--- config.mk ---
export PLATFORM = sky130hd
export DESIGN_NAME = ex_wb
export DESIGN_NICKNAME = d
export VERILOG_FILES = /design/src/rtl/ex_wb.sv
export SDC_FILE = /design/constraint.sdc
export NUM_CORES = 1
export LEC_CHECK = 0
export ABC_AREA = 1
export BUFFER_PORTS_ARGS = -buffer_cell sky130_fd_sc_hd__buf_4
export CAP_MARGIN = 20
export CORE_MARGIN = 2
export CORE_UTILIZATION = 65
export DETAILED_ROUTE_END_ITERATION = 8
export PLACE_DENSITY = 0.88
export SYNTH_ARGS = -nofsm -noshare
export SYNTH_HDL_FRONTEND = slang
export SYNTH_SLANG_ARGS = --single-unit
export TNS_END_PERCENT = 100
--- constraint.sdc ---
create_clock -name clk -period 3.8 [get_ports clk]
set_input_delay 0.57 -clock clk [delete_from_list [all_inputs] [get_ports clk]]
set_output_delay 0.57 -clock clk [all_outputs]
set_load 0.005 [all_outputs]
--- src/rtl/ex_wb.sv ---
// ex_wb: execute/write-back stage of the 3-stage 16-bit pipeline.
// Single-cycle ALU ops write the register file one cycle after acceptance.
// Define EX_MUL_EN to build the optional iterative shift-add multiplier
// (opcode 8). It takes WIDTH cycles and holds decode/fetch through stall.
// Without EX_MUL_EN, opcode 8 behaves as an undefined opcode and stall is 0.
module ex_wb #(
    parameter int WIDTH = 16
) (
    input  logic             clk,
    input  logic             rst,
    input  logic             in_valid,
    input  logic [3:0]       opcode,
    input  logic [3:0]       rd,
    input  logic [WIDTH-1:0] data1,
    input  logic [WIDTH-1:0] data2,
    output logic             stall,
    output logic             wb_en,
    output logic [1:0]       wb_addr,
    output logic [WIDTH-1:0] wb_data,
    output logic             flag_z,
    output logic             flag_c
);

    logic             accept;
    logic             rd_ok;
    logic             alu_sel;
    logic [WIDTH-1:0] alu_res;
    logic             alu_c;
    logic             mul_done;
    logic             mul_wr;
    logic [1:0]       mul_addr;
    logic [WIDTH-1:0] mul_res;

    assign accept = in_valid & ~stall;
    // Destinations 4..15 do not exist: compute and set flags, but never write.
    assign rd_ok  = (rd[3:2] == 2'b00);

    // Single-cycle ALU: result, carry/borrow and whether the opcode is an ALU op
    always_comb begin
        alu_res = '0;
        alu_c   = 1'b0;
        alu_sel = accept;
        case (opcode)
            4'd1:    {alu_c, alu_res} = {1'b0, data1} + {1'b0, data2};
            4'd2:    {alu_c, alu_res} = {1'b0, data1} - {1'b0, data2};
            4'd3:    alu_res = data1 & data2;
            4'd4:    alu_res = data1 | data2;
            4'd5:    alu_res = data1 ^ data2;
            4'd6:    alu_res = data1 << data2[3:0];
            4'd7:    alu_res = data1 >> data2[3:0];
            default: alu_sel = 1'b0;
        endcase
    end

`ifdef EX_MUL_EN
    localparam int CNT_W = $clog2(WIDTH + 1);

    typedef enum logic {IDLE, MUL} state_t;

    state_t           state;
    logic [WIDTH-1:0] mul_a;
    logic [WIDTH-1:0] mul_b;
    logic [WIDTH-1:0] acc;
    logic [WIDTH-1:0] acc_next;
    logic [CNT_W-1:0] count;

    assign acc_next = acc + (mul_b[0] ? mul_a : '0);
    // The last iteration's sum goes straight to write-back on the same edge.
    assign mul_done = (state == MUL) && (count == CNT_W'(1));
    assign mul_res  = acc_next;

    // Multiplier sequencer: latch operands on acceptance, one shift-add per edge
    always_ff @(posedge clk) begin
        if (rst) begin
            state    <= IDLE;
            stall    <= 1'b0;
            count    <= '0;
            acc      <= '0;
            mul_a    <= '0;
            mul_b    <= '0;
            mul_wr   <= 1'b0;
            mul_addr <= '0;
        end else if (state == IDLE) begin
            if (accept && opcode == 4'd8) begin
                state    <= MUL;
                stall    <= 1'b1;
                count    <= CNT_W'(WIDTH);
                acc      <= '0;
                mul_a    <= data1;
                mul_b    <= data2;
                mul_wr   <= rd_ok;
                mul_addr <= rd[1:0];
            end
        end else begin
            acc   <= acc_next;
            mul_a <= mul_a << 1;
            mul_b <= mul_b >> 1;
            count <= count - CNT_W'(1);
            if (count == CNT_W'(1)) begin
                state <= IDLE;
                stall <= 1'b0;
            end
        end
    end
`else
    assign stall    = 1'b0;
    assign mul_done = 1'b0;
    assign mul_wr   = 1'b0;
    assign mul_addr = '0;
    assign mul_res  = '0;
`endif

    // Write-back strobe, held address/data and flags
    always_ff @(posedge clk) begin
        if (rst) begin
            wb_en   <= 1'b0;
            wb_addr <= '0;
            wb_data <= '0;
            flag_z  <= 1'b0;
            flag_c  <= 1'b0;
        end else begin
            wb_en <= 1'b0;
            if (alu_sel) begin
                wb_en <= rd_ok;
                if (rd_ok) begin
                    wb_addr <= rd[1:0];
                    wb_data <= alu_res;
                end
                flag_z <= (alu_res == '0);
                flag_c <= alu_c;
            end else if (mul_done) begin
                wb_en <= mul_wr;
                if (mul_wr) begin
                    wb_addr <= mul_addr;
                    wb_data <= mul_res;
                end
                flag_z <= (mul_res == '0);
                flag_c <= 1'b0;
            end
        end
    end

endmodule

==> flow_metrics.tcl <==
set metrics [dict create \
    status "complete, no violations" \
    wl_per_cell_um 17.19 \
    synthTopCellsByArea "nand2_1, nand3_1, ha_1" \
    avgSynthCellArea_um2 5.307 \
    synth_top_cell_by_area "nand2_1" \
    cts_tree "yes" \
    comb_power_share_pct 61.2 \
    power_density_mw_per_mm2 183.4 \
    ant_nets 0 \
    synth_top_family_by_area "simple AND/OR/NAND/NOR gates" \
    synth-simple-area-share_pct 52.52 \
    tightest_slew_ns 0.7261 \
    antenna_found_initial 0 \
    leakage_nw 2.987 \
    p_int_uw 487.0 \
    final_common_cell "nand2_1" \
    globalRouteOverflowTotal 0 \
    synth_nets 1020 \
    route.detailed.drc 0 \
    firstDrtPassIters 7 \
    critical_path_buf_inv_count 2 \
    die-area_mm2 0.008246 \
    cap_viol_max_count 0 \
    core_area_mm2 0.007292 \
    syn_inst 923 \
    synth-seq-cells 21 \
    port_buffers 63 \
    fillers 694 \
    die_h_um 90.81 \
    grt_max_degree 43 \
    crit_family "simple AND/OR/NAND/NOR gates" \
    yosysWarnings 0 \
    critPathArrivalTime_ns 3.14 \
    worst_hold_slack_ns 0.4764 \
    relSlewSlack_pct 51.41 \
    grt_pass1_wl_mm 28.42 \
    clockRootBuffer "clkbuf_8" \
    synth.distinct_cells 34 \
    row_count 31 \
    period_share_pct 77.08 \
    cts.path.max_buffers 2 \
    h-tree-depth 1 \
    drive_above_1_share_pct 9.424 \
    clk_pin_slew_worst_paths_ns 0.08 \
    wirelength_mm 18.12 \
    synth-compound-area-share_pct 10.42 \
    switchingPower_uw 487.0 \
    crit_type "input pin to register" \
    tns_ns 0 \
    yosys.area_share.xor_xnor_pct 0.1788 \
    rsz0062_at_grt "false" \
    cp_slowest_cell "inv_2" \
    fin_crit_ns 2.929 \
    antennaDiodeCount 0 \
    yosysTopAreaCellShare_pct 22.99 \
    place.gp.congestion 1.065 \
    peakVddDrop_v 0.0001337 \
    synthAdderAreaFrac_pct 14.10 \
    worstSetupEndpointType "register" \
    clock-sinks 21 \
    nNetsFinal 1053 \
    drt_iter0_drc 1030 \
    fmax_mhz 341.4 \
    crit_chain "buf_4, inv_2, ha_1, nand2_1, nand3_1, nand3_1, nand2_1, nand2_1, nand3_1, nand3_1, nand3_1, nor2_1, nand2_1, nor2_1, nand2_1, a21oi_1" \
    num_io_pins 65 \
    grt_pass1_vias 5920 \
    mostFrequentLayoutCells "nand2_1, nand3_1, inv_1" \
    p_clk_share_pct 15.6 \
    hpwl_mm 14.51 \
    hold_viol 0 \
    postCtsSetupRepairBufs 0 \
    finClkSkew_ns 0 \
    worstSetupStartpointType "input pin" \
    synth_area_mm2 0.004898 \
    hp-class "register to register" \
    die_w_um 90.81 \
    clock_latency_ns 0.26 \
    cts_buffers 3 \
    synth-seq-area-share_pct 8.582 \
    setup_violations 0 \
    via_per_inst 6.146 \
    crit_required_ns 4.01 \
    ctsHoldBuffers 0 \
    finalMaxSlewViolations 0 \
    cp_max_fo 42 \
    grt_util_all_layers_pct 42.42 \
    via_count 6478 \
    synth_mux_area_share_pct 0 \
    max_stage_delay_ns 0.56 \
    cts_resized 0 \
    start_util_pct 67.18 \
    area_delta_synth_final_pct 8.429 \
    pwr-share-seq_pct 23.2 \
    p_sw_share_pct 50.00 \
]
-- flip-flops by register name, indices dropped and copies added, names as in the netlist --
name / flops
wb_en: 1
wb_data: 16
wb_addr: 2
flag_c: 1
flag_z: 1
-- kinds of logic after synthesis --
logic type                 after synthesis
AOI/OAI and AO/OA                       92
xor gates and xnor gates                 1
adders and majority gates               54
buffers and inverters                  155
DFF                                     21
other                                    1
and+or+nand+nor                        599
-- power by group through the flow --
stage / combinational [mW] / sequential [mW] / clock, mW
6_report: 0.596 / 0.226 / 0.152
5_1_grt: 0.651 / 0.226 / 0.159
4_1_cts: 0.567 / 0.226 / 0.151
3_5_place_dp: 0.564 / 0.231 / 0
3_3_place_gp: 0.549 / 0.231 / 0
2_1_floorplan: 0.402 / 0.231 / 0
-- final timing paths --
path                                              start                       to  slack [ns]  cells after the start
worst min register to register  wb_data[1]$_SDFFE_PP0P_  wb_data[1]$_SDFFE_PP0P_        0.48                      2
worst max register to register  wb_data[5]$_SDFFE_PP0P_  wb_data[5]$_SDFFE_PP0P_        2.92                      2
worst max-delay path                           data2[1]      flag_z$_SDFFE_PP0P_        0.87                     16
worst min-delay path            wb_data[1]$_SDFFE_PP0P_  wb_data[1]$_SDFFE_PP0P_        0.48                      2
-- cells in the mapped netlist --
cell type	number
nand2_2	3
buf_1	1
o211ai_1	6
nor2_4	1
inv_1	113
nand2_1	300
fa_1	2
o21ai_0	25
o22ai_1	3
o211ai_2	2
buf_6	8
nor3_1	9
clkbuf_8	1
nand3_2	1
or2_4	1
buf_4	5
dfxtp_1	21
inv_2	4
nand3b_1	5
conb_1	1
a31oi_1	3
ha_1	52
clkbuf_1	6
nor2_2	4
o21ai_1	4
xor2_1	1
nand3_1	166
o21bai_1	5
a21oi_1	44
and2_1	4
nand4_1	12
nor2_1	89
buf_2	17
or2_2	4
-- worst register-to-register path, stage by stage, from the launching register on --
cell,delay [ns]
dfxtp_1,0.32
o21ai_0,0.31
a31oi_1,0.12
-- cell type report --
class                   count  area [um^2]  share of cell area (%)
clock inverters             1        5.005                 0.09423
inverters                 117        439.2                   8.269
flip-flops and latches     21        420.4                   7.915
multi-input cells         747         3786                   71.28
well taps                  99        123.9                   2.332
repair buffers             66        495.5                   9.329
clock buffers               3        41.29                  0.7774
-- per-layer routing --
layer	wire length (um)	share of wire (%)	track usage, %	vias up
met4	1126	6.2	22.60	0
met2	7939	44	67.79	510
met3	2416	13	8.681	124
met1	6639	37	53.52	2818
li1	-	-	-	3026
met5	0	0	0	-
-- through the flow --
| step | total power, mW | cell area, um^2 | instances | utilization (%) | worst slack, ns |
|---|---|---|---|---|---|
| floorplan | 0.6331 | 4898 | 923 | - | 1.289 |
| global placement | 0.7801 | 5265 | 1050 | 72.20 | 0.7648 |
| detailed placement | 0.7952 | 5265 | 1050 | 72.20 | 0.6916 |
| CTS | 0.9448 | 5311 | 1054 | 72.84 | 0.9763 |
| global route | 1.037 | 5311 | 1054 | 72.84 | 0.5716 |
| finish | 0.9740 | 5311 | 1054 | 72.84 | 0.8711 |
Power figures use the tool's default switching activity.
